===== config.mk =====
export PLATFORM = sky130hd
export DESIGN_NAME = serial_parity_unit_flat
export DESIGN_NICKNAME = d
export VERILOG_FILES = /design/src/rtl/serial_parity_pkg.sv /design/src/rtl/serial_parity_unit_if.sv /design/src/rtl/decoder_xor_xnor.sv /design/src/rtl/serial_parity_unit.sv /design/src/flat_wrapper.sv
export SDC_FILE = /design/constraint.sdc
export NUM_CORES = 1
export LEC_CHECK = 0
export CAP_MARGIN = 10
export CORE_AREA = 10 10 47 49
export DETAILED_ROUTE_END_ITERATION = 16
export DIE_AREA = 0 0 57 59
export DONT_BUFFER_PORTS = 1
export GPL_ROUTABILITY_DRIVEN = 0
export PLACE_DENSITY = 0.57
export REMOVE_ABC_BUFFERS = 1
export SKIP_CTS_REPAIR_TIMING = 1
export SLEW_MARGIN = 20
export SYNTH_ARGS = -nofsm -noshare
export SYNTH_HDL_FRONTEND = slang
export SYNTH_SLANG_ARGS = --single-unit

===== constraint.sdc =====
create_clock -name clk -period 1.6 [get_ports clk]
set_clock_uncertainty 0.15 [all_clocks]
set_input_delay 0.16 -clock clk [delete_from_list [all_inputs] [get_ports clk]]
set_output_delay 0.16 -clock clk [all_outputs]
set_load 0.01 [all_outputs]

===== src/rtl/serial_parity_pkg.sv =====
// Shared definitions for the serial parity unit: FSM state encoding and DATA_BITS limits.
package serial_parity_pkg;

  localparam logic [1:0] ST_IDLE  = 2'd0;
  localparam logic [1:0] ST_SHIFT = 2'd1;
  localparam logic [1:0] ST_CHECK = 2'd2;
  localparam logic [1:0] ST_DONE  = 2'd3;

  typedef enum logic [1:0] {
    StIdle  = ST_IDLE,
    StShift = ST_SHIFT,
    StCheck = ST_CHECK,
    StDone  = ST_DONE
  } state_e;

  localparam int unsigned DATA_BITS_MIN = 1;
  localparam int unsigned DATA_BITS_MAX = 64;

  // Clamp a requested frame length into the legal range.
  function automatic int unsigned clamp_data_bits(input int unsigned n);
    if (n < DATA_BITS_MIN) return DATA_BITS_MIN;
    if (n > DATA_BITS_MAX) return DATA_BITS_MAX;
    return n;
  endfunction

endpackage


===== src/rtl/serial_parity_unit_if.sv =====
// Serial bit stream in, framed parity results out; master drives bits, slave is the unit.
interface serial_parity_unit_if;

  logic start;
  logic bit_in;
  logic bit_valid;
  logic busy;
  logic parity_out;
  logic frame_done;
  logic parity_err;

  modport master (
    output start,
    output bit_in,
    output bit_valid,
    input  busy,
    input  parity_out,
    input  frame_done,
    input  parity_err
  );

  modport slave (
    input  start,
    input  bit_in,
    input  bit_valid,
    output busy,
    output parity_out,
    output frame_done,
    output parity_err
  );

endinterface


===== src/rtl/decoder_xor_xnor.sv =====
// Two-input XOR/XNOR built from a 2-to-4 decoder: each output ORs the matching minterms.
module decoder_xor_xnor (
  input  logic a,
  input  logic b,
  output logic xor_g,
  output logic xnor_g
);

  logic [3:0] dec;

  always_comb begin
    dec = 4'b0000;
    dec[{a, b}] = 1'b1;
  end

  assign xor_g  = dec[1] | dec[2];
  assign xnor_g = dec[0] | dec[3];

endmodule


===== src/rtl/serial_parity_unit.sv =====
// Framed serial parity generator; define SERIAL_PARITY_CHECK_EN to also consume and check
// a received parity bit after the data bits.
module serial_parity_unit
  import serial_parity_pkg::*;
#(
  parameter int unsigned DATA_BITS  = 8,
  parameter bit          ODD_PARITY = 1'b0
) (
  input logic                 clk,
  input logic                 rst_n,
  serial_parity_unit_if.slave bus
);

  localparam int unsigned DataBits = clamp_data_bits(DATA_BITS);
  localparam int unsigned CntW     = $clog2(DataBits + 1);
  localparam logic [CntW-1:0] LastIdx = CntW'(DataBits - 1);

  state_e          state_q, state_d;
  logic [CntW-1:0] cnt_q, cnt_d;
  logic            par_q, par_d;
  logic            pout_q, pout_d;
  logic            done_q, done_d;
  logic            busy_q;
  logic            xor_g;
  logic            xnor_unused;

  decoder_xor_xnor u_gate (
    .a      (par_q),
    .b      (bus.bit_in),
    .xor_g  (xor_g),
    .xnor_g (xnor_unused)
  );

`ifdef SERIAL_PARITY_CHECK_EN
  logic err_q, err_d;
`endif

  always_comb begin
    state_d = state_q;
    cnt_d   = cnt_q;
    par_d   = par_q;
    pout_d  = pout_q;
    done_d  = 1'b0;
`ifdef SERIAL_PARITY_CHECK_EN
    err_d   = err_q;
`endif
    case (state_q)
      StIdle: begin
        // bit_valid is deliberately ignored here, even alongside start.
        if (bus.start) begin
          state_d = StShift;
          cnt_d   = '0;
          par_d   = ODD_PARITY;
          pout_d  = 1'b0;
`ifdef SERIAL_PARITY_CHECK_EN
          err_d   = 1'b0;
`endif
        end
      end
      StShift: begin
        if (bus.bit_valid) begin
          par_d = xor_g;
          cnt_d = cnt_q + 1'b1;
          if (cnt_q == LastIdx) begin
`ifdef SERIAL_PARITY_CHECK_EN
            state_d = StCheck;
`else
            state_d = StDone;
            pout_d  = xor_g;
            done_d  = 1'b1;
`endif
          end
        end
      end
`ifdef SERIAL_PARITY_CHECK_EN
      StCheck: begin
        if (bus.bit_valid) begin
          err_d   = (bus.bit_in != par_q);
          pout_d  = par_q;
          done_d  = 1'b1;
          state_d = StDone;
        end
      end
`endif
      StDone:  state_d = StIdle;
      default: state_d = StIdle;
    endcase
  end

  always_ff @(posedge clk or negedge rst_n) begin
    if (!rst_n) begin
      state_q <= StIdle;
      cnt_q   <= '0;
      par_q   <= 1'b0;
      pout_q  <= 1'b0;
      done_q  <= 1'b0;
      busy_q  <= 1'b0;
    end else begin
      state_q <= state_d;
      cnt_q   <= cnt_d;
      par_q   <= par_d;
      pout_q  <= pout_d;
      done_q  <= done_d;
      busy_q  <= (state_d != StIdle);
    end
  end

`ifdef SERIAL_PARITY_CHECK_EN
  always_ff @(posedge clk or negedge rst_n) begin
    if (!rst_n) begin
      err_q <= 1'b0;
    end else begin
      err_q <= err_d;
    end
  end

  assign bus.parity_err = err_q;
`else
  assign bus.parity_err = 1'b0;
`endif

  assign bus.busy       = busy_q;
  assign bus.parity_out = pout_q;
  assign bus.frame_done = done_q;

endmodule


===== src/flat_wrapper.sv =====
// flat-port wrapper written by rule: the top's interface ports become plain ports
module serial_parity_unit_flat import serial_parity_pkg::*;
#(
  parameter int unsigned DATA_BITS  = 8,
  parameter bit          ODD_PARITY = 1'b0
)
  (clk, rst_n, bus_start, bus_bit_in, bus_bit_valid, bus_busy, bus_parity_out, bus_frame_done, bus_parity_err);
  serial_parity_unit_if bus_i ();
  input logic clk;
  input logic rst_n;
  input wire logic [$bits(bus_i.start)-1:0] bus_start;
  input wire logic [$bits(bus_i.bit_in)-1:0] bus_bit_in;
  input wire logic [$bits(bus_i.bit_valid)-1:0] bus_bit_valid;
  output wire logic [$bits(bus_i.busy)-1:0] bus_busy;
  output wire logic [$bits(bus_i.parity_out)-1:0] bus_parity_out;
  output wire logic [$bits(bus_i.frame_done)-1:0] bus_frame_done;
  output wire logic [$bits(bus_i.parity_err)-1:0] bus_parity_err;
  assign bus_i.start = bus_start;
  assign bus_i.bit_in = bus_bit_in;
  assign bus_i.bit_valid = bus_bit_valid;
  assign bus_busy = bus_i.busy;
  assign bus_parity_out = bus_i.parity_out;
  assign bus_frame_done = bus_i.frame_done;
  assign bus_parity_err = bus_i.parity_err;
  serial_parity_unit #(.DATA_BITS(DATA_BITS), .ODD_PARITY(ODD_PARITY)) u_core (.clk(clk), .rst_n(rst_n), .bus(bus_i));
endmodule

# After elaboration in Yosys (flattened, before gate mapping)
# Cells that the tools add are included.
[word_totals]
output_inout_bits = 4
inputBits = 5
ff_bits = 10
mem_count = 0
romBits = 0
latch_bits = 0
ramBits = 0
elab_cells = 39
[op_classes]
addsub = 1
multipliers = 0
reduce_logical = 6
muxes = 18
eq_ne = 5
bitwise_logic = 1
magnitude_cmp = 2
shifts = 0
div = 0
[op_table]
columns = ["cell", "count"]
rows = [
  ["$mux 1", 8],
  ["$mux 4", 2],
  ["$pmux 4 s2", 1],
  ["$mux 2", 3],
  ["$add 4x1->4 const B", 1],
  ["$eq 4x3->1 const B", 1],
  ["$ne 2x2->1 const B", 2],
  ["$pmux 1 s2", 2],
  ["$pmux 2 s2", 1],
  ["$reduce_and 4->1", 1],
  ["$reduce_bool 2->1", 2],
  ["$lt 2x3->1 const B", 1],
  ["$reduce_and 3->1", 1],
  ["$demux 1 s2", 1],
  ["$eq 2x1->1 const B", 1],
  ["$ge 2x1->1 const B", 1],
  ["$logic_not 2->1", 1],
  ["$ne 2x1->1 const B", 1],
  ["$logic_and 1x1->1", 1],
  ["$or 1x1->1", 1],
]

# Depth between registers and ports, before layout
# Gate-level depths: netlist of run 1.
[depth]
ltp_word = 8
mapped_depth = 4
depth_no_buf = 4

# Modules after synthesis
# A second synthesis of run 1 with hierarchy kept.
[unflattened]
hier_cells = 43
hier_area_um2 = 478.0
[modules_own_cells]
columns = ["module", "n_inst", "area_each_um2", "seq_area_each_um2", "cells_each"]
rows = [
  ["serial_parity_unit", 1, 460.4, 250.2, 41],
  ["decoder_xor_xnor", 1, 17.5, 0.0, 2],
]

# Worst setup path before layout of run 1
# No wires, ideal clock.
[synth_path]
path_type = "register -> register"
from = "reg u_core.cnt_q[0]"
to = "reg u_core.cnt_q[2]"
setup_ps = 122
arrival_time_ps = 1131
required_ps = 1328
stages_incl_launch_ff = 5
synth_period_minus_slack_ps = 1403
n_path_buf = 0
path_slack_ps = 197
cell_sequence = "dfrtp_1 > ha_1 > nand3b_1 > or2b_1 > a32o_1"
[synth_between]
elab_chain_len = 3
[synth_rtl]
columns = ["item", "line_no", "source"]
rows = [
  ["start: declaration", "serial_parity_unit.sv:19", "logic [CntW-1:0] cnt_q, cnt_d;"],
  ["start signal: assignment", "serial_parity_unit.sv:100", "cnt_q <= cnt_d;"],
  ["$add 4x1->4", "serial_parity_unit.sv:63", "cnt_d = cnt_q + 1'b1;"],
  ["$mux 4", "serial_parity_unit.sv:61", "if (bus.bit_valid) begin"],
  ["$pmux 4 s2", "serial_parity_unit.sv:47", "case (state_q)"],
]
# Every way passes these cells. The select of a mux whose other input is x is not followed.
# A chain may end at the register's enable or synchronous reset.

# Final worst setup path of run 1
[layout_path]
from = "reg u_core.cnt_q[1]"
to = "reg u_core.cnt_q[2]"
# The elaborated chain is that of the path after synthesis.

==> results.py, run 1 <==
metrics = {
    "status": {
        "status": "complete, but fails checks",
        "failed_checks": "hold timing",
    },
    "placement": {
        "hpwl_um": 710,
        "port-buffer-count": 0,
        "place_ws_ns": 0.110,
    },
    "setup_path": {
        "rr_worst_depth": 4,
        "critPathMaxFanout": 4,
        "critPathArrivalTime_ns": 1.51,
        "critical_path_class": "flop to flop",
        "end_kind": "flop",
        "cp.required_ns": 1.60,
        "rrSetupSlack_ns": 0.09,
        "start_kind": "flop",
    },
    "clock_network": {
        "clock_path_buffers": 2,
        "clk_latency_ns": 0.26,
        "cts-root-buf": "clkbuf_4",
        "cts_buffers": 3,
        "cts_tree": "yes",
        "clk_pin_slew_ns": 0.07,
        "htree_levels": 1,
        "clock_sinks": 10,
    },
    "floorplan": {
        "start_util_pct": 33.4,
        "ios": 9,
        "chipHeight_um": 59,
        "rows": 14,
        "core_um2": 1400,
        "die-area_um2": 3360,
        "die-width_um": 57,
    },
    "drt": {
        "antenna_left": 0,
        "routed_wl_um": 972,
        "drt-vias-per-instance": 4.99,
        "avgRoutedWirePerCell_um": 14.3,
        "drt_iter0_markers": 4,
        "drcViolationCount": 0,
        "vias": 339,
        "dr.pass1.iters": 4,
    },
    "timing": {
        "hold_viol_final": 1,
        "drv_slew": 0,
        "fin_crit_sh_pct": 94.1,
        "layout_setup_ws_ns": 0.0943,
        "rsz0062_at_grt": "no",
        "max_freq_mhz": 664,
        "fin_tns_setup_ns": 0,
        "setup_viol": 0,
        "period_needed_ns": 1.51,
        "hold_ws_ns": -0.00645,
    },
    "synthesis": {
        "synth.area.top_cells": "dfrtp_1 53%, mux2i_1 6.4%, inv_1 4.0%, a22o_1 3.7%, nand3_1 3.2%",
        "yosysMostFrequentCell": "dfrtp_1",
        "synth.distinct_cells": 23,
        "synth_area_um2": 468,
        "syn_avg_cell_area_um2": 10.4,
        "synth_seq_area_share_pct": 53.5,
        "syn_inst": 45,
        "yosysTopAreaCell": "dfrtp_1",
        "synth_seq_cells": 10,
        "synth_commonest_cells": "10 x dfrtp_1, 5 x inv_1, 4 x nand2_1",
        "synth_top_area_share_pct": 53.5,
        "synth-edff-count": 0,
        "synth-async-reset-ratio_pct": 100,
        "ys_warn_count": 0,
        "synthFlopType": "dfrtp_1",
    },
    "min_path": {
        "whs_path_depth": 3,
        "hp-class": "input pin to flop",
    },
    "grt": {
        "antenna_found_initial": 0,
        "grt_pass1_vias": 316,
        "met2_usage_pct": 8.06,
        "grt_busiest_layer": "met2",
        "grt_use_total_pct": 6.22,
        "grt_overflow_total": 0,
        "grtUsageMet3_pct": 4.51,
        "grt_max_degree": 11,
        "use_met1_pct": 6.66,
        "grt_pass1_wl_mm": 1.56,
    },
    "job": {
        "drv_cap": 0,
    },
    "finish": {
        "nNetsFinal": 59,
        "syn_to_final_growth_pct": 19.5,
        "drive_above_1_share_pct": 13.5,
        "num_antenna_cells": 0,
    },
    "power_and_ir_drop": {
        "p_leak_nw": 0.260,
        "peakVddDrop_v": 0.000662,
        "powerDensity_nw_per_um2": 1710,
    },
}
## where the power goes
part	total (mW)	internal [mW]	leakage, nW	switching [mW]
Clock	0.228	0.138	0.0210	0.0895
Combinational	0.272	0.146	0.119	0.126
Sequential	0.460	0.347	0.119	0.113
## final cells by class
class / instances / area [um^2]
clock buffer: 4 / 36.3
fill: 148 / 842
sequential: 10 / 250
multi-input combinational: 28 / 193
timing repair buffer: 4 / 37.5
tap: 16 / 20.0
inverter: 6 / 22.5
## metrics by stage
stage	utilization (%)	instances	cell area, um^2	hold WS, ns	total power, mW
after floorplan	-	44	460	-0.286	0.646
after global placement	34.8	61	488	-0.285	0.709
after detailed placement	34.8	61	488	-0.285	0.719
after CTS	37.4	65	524	-0.574	0.952
after global routing	39.9	68	559	0.00636	1.03
final	39.9	68	559	-0.00645	0.959
## layer usage
metal	vias to the layer above	part of all wire, %
met1	155	47
met5	-	0
met2	10	44
li1	172	-
met4	0	1.1
met3	2	7.7
## registers in the layout (all words and copies together), names as in the netlist
name                   cells
u_core.par_q               1
u_core.bus.parity_out      1
u_core.bus.busy            1
u_core.state_q             2
u_core.bus.frame_done      1
u_core.cnt_q               4
## critical path: stages, from the launching register on
cell      delay [ns]
dfrtp_1         0.42
ha_1            0.21
nand3b_1        0.13
or2b_1          0.24
a32o_1          0.24
## worst paths after layout
| path | from | endpoint |
|---|---|---|
| max in group asynchronous | rst_n | u_core.cnt_q[1]$_DFFE_PN0P_ |
| hold reg to reg | u_core.cnt_q[3]$_DFFE_PN0P_ | u_core.bus.frame_done$_DFF_PN0_ |
| setup reg to reg | u_core.cnt_q[1]$_DFFE_PN0P_ | u_core.cnt_q[2]$_DFFE_PN0P_ |
| hold / removal | bus_start | u_core.bus.parity_out$_DFFE_PN0P_ |
| min in group asynchronous | rst_n | u_core.bus.busy$_DFF_PN0_ |
| setup / recovery | u_core.cnt_q[1]$_DFFE_PN0P_ | u_core.cnt_q[2]$_DFFE_PN0P_ |
## cell families (layout without fill, tap and decap cells)
family / count (synthesis) / after routing / synth area share, %
other: 1 / 1 / 0.801
adder cells (fa/ha/maj): 1 / 1 / 2.67
AND/OR/NAND/NOR: 15 / 15 / 16.8
multiplexers: 3 / 3 / 6.42
XOR/XNOR: 1 / 1 / 1.87
flip-flops: 10 / 10 / 53.5
buffers and inverters: 7 / 14 / 6.42
AO/OA/AOI/OAI: 7 / 7 / 11.5
## cell usage in the layout (no fill, tap or decap)
cell type,netlist,final
o22ai_1,1,1
dfrtp_1,10,10
clkbuf_8,0,1
buf_4,1,1
nand3_1,3,3
ha_1,1,1
dlygate4sd3_1,0,3
mux2i_1,3,3
nand2_1,4,4
conb_1,1,1
clkbuf_4,0,3
nand4_1,1,1
nor3_1,2,1
or2b_1,1,1
nor2_1,1,1
o21ai_0,1,1
xnor2_1,1,1
nor2b_1,1,1
or4_1,1,1
o21bai_1,1,1
inv_1,5,5
a22o_1,2,2
inv_2,1,1
a32o_1,1,1
nand3b_1,1,1
nor3_2,0,1
o31ai_1,1,1
Note: power is estimated with default switching activity, not from simulation.
==> run 2: changes to the inputs <==
CORE_AREA = 2 2 39 41   (was 10 10 47 49)
DIE_AREA = 0 0 41 43   (was 0 0 57 59)
==> run 2 against run 1 <==
- the run still ends with hold timing left
- via count up 1.2%
- combinational power shrank 1%
- count of clock-buffer cells in the layout did not move
- first-iteration DRC count down 100%
- wire length down 13%
- sequential cell count unchanged
- register-to-register slack gained 0.06 ns
- worst setup slack better by 0.058 ns
- sequential share of layout area fell by 0.40 points
- non-clock buffer count is 1 higher
==> results.py, run 2 (synthesis gave the netlist of run 1 again) <==
metrics = {
    "finish": {
        "largest_register_ffs": 4,
        "multi_input_area_um2": 188,
        "final_util_pct": 40.8,
        "nFillCells": 140,
        "drive_above_1_share_pct": 11.3,
        "final_area_um2": 564,
        "final_common_cell": "dfrtp_1",
        "nNetsFinal": 60,
        "num_antenna_cells": 0,
        "reg_top3": "u_core.cnt_q x4, u_core.state_q x2",
        "final_cell_mix": "10 x dfrtp_1, 5 x inv_1, 4 x nand2_1, 4 x dlygate4sd3_1",
        "regMostFlops": "u_core.cnt_q",
        "ff_latch_area_um2": 250,
        "syn_to_final_growth_pct": 20.6,
    },
    "floorplan": {
        "core_um2": 1380,
        "start_util_pct": 33.8,
        "rows": 14,
        "die-width_um": 41,
        "chipHeight_um": 43,
        "ios": 9,
        "die-area_um2": 1760,
    },
    "setup_path": {
        "start_kind": "flop",
        "cp.required_ns": 1.61,
        "reg2reg_to": "u_core.cnt_q[2]$_DFFE_PN0P_",
        "end_kind": "flop",
        "rrSetupSlack_ns": 0.15,
        "critPathArrivalTime_ns": 1.46,
        "cp-startpoint": "u_core.cnt_q[0]$_DFFE_PN0P_",
        "r2r-start": "u_core.cnt_q[0]$_DFFE_PN0P_",
        "critical_path_class": "flop to flop",
        "rr_worst_depth": 4,
        "critPathMaxFanout": 3,
    },
    "clock_network": {
        "cts_buffers": 3,
        "clk_pin_slew_ns": 0.07,
        "cts-root-buf": "clkbuf_4",
        "htree_levels": 1,
        "clock_path_buffers": 2,
        "clock_sinks": 10,
        "clk_latency_ns": 0.27,
        "cts_tree": "yes",
    },
    "timing": {
        "rsz0062_at_grt": "no",
        "fin_tns_setup_ns": 0,
        "period_needed_ns": 1.45,
        "hold_ws_ns": -0.0455,
        "setup_viol": 0,
        "layout_setup_ws_ns": 0.153,
        "hold_viol_final": 2,
        "max_freq_mhz": 691,
        "drv_slew": 0,
        "fin_crit_sh_pct": 90.5,
    },
    "min_path": {
        "holdCritStartpoint": "bus_start",
        "hp-class": "input pin to flop",
        "whs_path_depth": 2,
        "hold_path_end": "u_core.state_q[0]$_DFF_PN0_",
    },
    "grt": {
        "grt_pass1_wl_mm": 1.46,
        "grt_use_total_pct": 13.1,
        "grt_overflow_total": 0,
        "antenna_found_initial": 0,
        "grt_pass1_vias": 316,
        "grt_max_degree": 11,
    },
    "power_and_ir_drop": {
        "peakVddDrop_v": 0.000735,
        "powerDensity_nw_per_um2": 1670,
        "p_leak_nw": 0.263,
    },
    "job": {
        "drv_cap": 0,
    },
    "placement": {
        "port-buffer-count": 0,
        "hpwl_um": 615,
        "place_ws_ns": 0.142,
        "placed_area_um2": 488,
    },
    "drt": {
        "avgRoutedWirePerCell_um": 12.3,
        "drt-vias-per-instance": 4.97,
        "drt_iter0_markers": 0,
        "maxUsedRoutingLayer": "met4",
        "routed_wl_um": 848,
        "route.met3.wl_um": 63,
        "vias": 343,
        "wl_met2_um": 378,
        "drcViolationCount": 0,
        "antenna_left": 0,
        "dr.pass1.iters": 1,
        "met1Wirelength_um": 396,
    },
    "status": {
        "status": "complete, but fails checks",
        "failed_checks": "hold timing",
    },
}
==> run 2: cell types whose count changed in the layout (fill, tap and decap cells not counted) <==
cell | previous run | this run
nor3_1 | 1 | 2
nor3_2 | 1 | 0
dlygate4sd3_1 | 3 | 4
==> run 2: report_power, final <==
group,internal (mW),switching [mW],leakage [nW]
clock network,0.138,0.0869,0.0210
registers,0.347,0.102,0.119
logic,0.146,0.121,0.123
==> run 2: worst max path at each step <==
| stage | end | slack [ns] | depth (start not counted) |
|---|---|---|---|
| floorplan | u_core.cnt_q[2]$_DFFE_PN0P_ | 0.20 | 4 |
| global placement | u_core.cnt_q[2]$_DFFE_PN0P_ | 0.15 | 4 |
| detailed placement | u_core.cnt_q[2]$_DFFE_PN0P_ | 0.14 | 4 |
| CTS | u_core.cnt_q[2]$_DFFE_PN0P_ | 0.14 | 4 |
| global route | u_core.cnt_q[2]$_DFFE_PN0P_ | 0.09 | 4 |
| finish | u_core.cnt_q[2]$_DFFE_PN0P_ | 0.15 | 4 |
==> run 2: cell type report <==
class	count	area share [%]
sequential	10	44.3
multi-input combinational	28	33.3
timing repair buffer	5	8.43
clock buffer	4	6.43
inverter	6	3.99
tap	16	3.55
==> run 2: critical path, cell delays in order, from the launching register on <==
cell and delay (ns):
dfrtp_1 0.40, ha_1 0.21, nand3b_1 0.12, or2b_1 0.23, a32o_1 0.24
==> run 2: metrics by stage <==
stage | hold slack [ns] | total power [mW] | std cells
4_1_cts | -0.578 | 0.942 | 65
6_report | -0.0455 | 0.941 | 69
2_1_floorplan | -0.286 | 0.646 | 44
3_3_place_gp | -0.285 | 0.705 | 61
3_5_place_dp | -0.285 | 0.712 | 61
5_1_grt | 0.00593 | 1.03 | 69
==> run 2: metal layers <==
| metal | up-vias | GRT usage, % |
|---|---|---|
| li1 | 170 | - |
| met1 | 162 | 17.3 |
| met4 | 0 | 6.00 |
| met2 | 9 | 15.6 |
| met3 | 2 | 9.42 |
| met5 | - | 0 |
==> run 3: changes to the inputs <==
ABC_AREA = 1   (was default)
PLACE_DENSITY = 0.6   (was 0.57)
==> run 3 against run 2 <==
- the flow now finishes without violations
- combinational power fell by 15%
- register-to-register slack improved by 0.10 ns
- via count rose by 12%
==> results.py, run 3 <==
metrics = {
    "status": {
        "status": "completed",
    },
    "drt": {
        "drt-vias-per-instance": 4.63,
        "drcViolationCount": 0,
        "avgRoutedWirePerCell_um": 10.4,
        "drt_iter0_markers": 9,
        "vias": 384,
        "routed_wl_um": 867,
        "dr.pass1.iters": 4,
        "antenna_left": 0,
    },
    "synthesis": {
        "synth_commonest_cells": "21 x nand2_1, 10 x dfrtp_1, 5 x nor2_1",
        "ys_warn_count": 0,
        "synth_area_um2": 498,
        "synthFlopType": "dfrtp_1",
        "synth.area.top_cells": "dfrtp_1 50%, nand2_1 16%, nand2_2 5.0%, nand3_1 4.0%, nor2_1 3.8%",
        "synth_seq_cells": 10,
        "synth.distinct_cells": 17,
        "syn_avg_cell_area_um2": 8.16,
        "yosysMostFrequentCell": "nand2_1",
        "synth_top_area_share_pct": 50.3,
        "yosysTopAreaCell": "dfrtp_1",
        "syn_inst": 61,
        "synth_seq_area_share_pct": 50.3,
        "synth-edff-count": 0,
        "synth-async-reset-ratio_pct": 100,
    },
    "finish": {
        "syn_to_final_growth_pct": 15.8,
        "largest_register_ffs": 4,
        "final_common_cell": "nand2_1",
        "reg_top3": "u_core.cnt_q x4, u_core.state_q x2",
        "final_cell_mix": "21 x nand2_1, 10 x dfrtp_1, 5 x nor2_1",
        "nNetsFinal": 74,
        "finalNonFillerCells": 83,
        "regMostFlops": "u_core.cnt_q",
        "num_antenna_cells": 0,
        "drive_above_1_share_pct": 19.4,
    },
    "floorplan": {
        "die-width_um": 41,
        "die-area_um2": 1760,
        "start_util_pct": 36.0,
        "rows": 14,
        "core_um2": 1380,
        "chipHeight_um": 43,
        "ios": 9,
    },
    "timing": {
        "setup_viol": 0,
        "max_freq_mhz": 744,
        "hold_viol_final": 0,
        "period_needed_ns": 1.34,
        "rsz0062_at_grt": "no",
        "fin_crit_sh_pct": 84.0,
        "drv_slew": 0,
        "fin_tns_setup_ns": 0,
    },
    "setup_path": {
        "critPathSlowestCell": "dfrtp_1",
        "end_kind": "flop",
        "cpLargestDelayFamily": "flip-flops",
        "crit_buf_inv": 1,
        "cp_slowest_stage_delay_ns": 0.43,
        "crit_top_cell": "nand2_1",
        "critical_path_class": "flop to flop",
        "cp_cell_sequence": "ha_1 > nand2_1 > inv_1 > nand3_2 > nand2_1 > nand2_1 > nand2_1 > nand2_1",
        "critPathArrivalTime_ns": 1.36,
        "critPathMaxFanout": 5,
        "cp.required_ns": 1.61,
        "start_kind": "flop",
    },
    "clock_network": {
        "clock_sinks": 10,
        "clk_latency_ns": 0.27,
        "htree_levels": 1,
        "clk_pin_slew_ns": 0.07,
        "cts_buffers": 3,
        "cts-root-buf": "clkbuf_4",
        "clock_path_buffers": 2,
        "cts_tree": "yes",
    },
    "grt": {
        "grt_pass1_wl_mm": 1.48,
        "grt_pass1_vias": 342,
        "antenna_found_initial": 0,
        "grt_max_degree": 11,
        "grt_overflow_total": 0,
        "grt_use_total_pct": 13.0,
    },
    "power_and_ir_drop": {
        "p_leak_nw": 0.303,
        "totalPowerFinal_mw": 0.862,
        "peakVddDrop_v": 0.000774,
        "powerDensity_nw_per_um2": 1500,
    },
    "placement": {
        "dpl.cell_count": 76,
        "port-buffer-count": 0,
        "hpwl_um": 645,
    },
    "job": {
        "drv_cap": 0,
    },
    "min_path": {
        "hp-class": "input pin to flop",
    },
}
[run 3: cell types whose count changed in the layout (fill, tap and decap cells not counted), sizes merged, moves of 2 or more]
cell / before / now
a22o: 2 / 0
mux2i: 3 / 0
nand2: 4 / 25
nand3: 3 / 5
nor2: 1 / 7
nor3: 2 / 0
[run 3: logic make-up (layout without fill, tap and decap cells)]
family                   Yosys count  count (layout)  share of synthesized area (%)
flip-flops                        10              10                           50.3
AND/OR/NAND/NOR                   39              39                           36.9
adder cells (fa/ha/maj)            1               1                           2.51
buffers and inverters              7              13                           6.03
AO/OA/AOI/OAI                      3               3                           3.52
other                              1               1                          0.753
[run 3: routing by layer]
| metal | vias to the layer above | routed length (um) | global-route usage (%) |
|---|---|---|---|
| met5 | - | 0 | 0 |
| met4 | 0 | 0 | 2.00 |
| met3 | 0 | 70 | 9.95 |
| met2 | 14 | 373 | 16.3 |
| met1 | 167 | 423 | 18.0 |
| li1 | 203 | - | - |
[run 3: worst min-delay path, delay by kind of cell]
| kind | cells | cell delay [ns] |
|---|---|---|
| simple gates | 5 | 0.23 |
[run 3: worst paths after layout]
kind,endpoint,slack (ns),cells past startpoint,from
min in group asynchronous,u_core.cnt_q[2]$_DFFE_PN0P_,0.13,1,rst_n
max,u_core.bus.parity_out$_DFFE_PN0P_,0.26,8,u_core.cnt_q[0]$_DFFE_PN0P_
max in group asynchronous,u_core.bus.busy$_DFF_PN0_,0.85,1,rst_n
max reg2reg,u_core.bus.parity_out$_DFFE_PN0P_,0.26,8,u_core.cnt_q[0]$_DFFE_PN0P_
min,u_core.par_q$_DFFE_PN0P_,0.01,5,bus_bit_in
min reg2reg,u_core.cnt_q[3]$_DFFE_PN0P_,0.38,2,u_core.cnt_q[3]$_DFFE_PN0P_
[run 3: power breakdown]
part | switching [mW] | internal [mW] | leakage [nW] | total (mW)
clock | 0.0895 | 0.138 | 0.0210 | 0.228
combinational | 0.135 | 0.0940 | 0.162 | 0.229
sequential | 0.0790 | 0.327 | 0.120 | 0.406
total | 0.303 | 0.559 | 0.303 | 0.862
[run 3: layout make-up]
cell class | count | area [um^2]
Clock buffer | 4 | 36.3
Multi-Input combinational cell | 44 | 218
Tap cell | 16 | 20.0
Timing Repair Buffer | 3 | 30.0
Fill cell | 139 | 807
Inverter | 6 | 22.5
Sequential cell | 10 | 250
[run 3: through the flow]
step / worst slack, ns / hold WS [ns] / util [%] / area [um^2]
2_1_floorplan: 0.383 / -0.286 / - / 490
3_3_place_gp: 0.301 / -0.285 / 36.9 / 510
5_1_grt: 0.121 / 0.0473 / 41.7 / 577
4_1_cts: 0.259 / -0.581 / 39.5 / 547
3_5_place_dp: 0.267 / -0.285 / 36.9 / 510
6_report: 0.255 / 0.0101 / 41.7 / 577
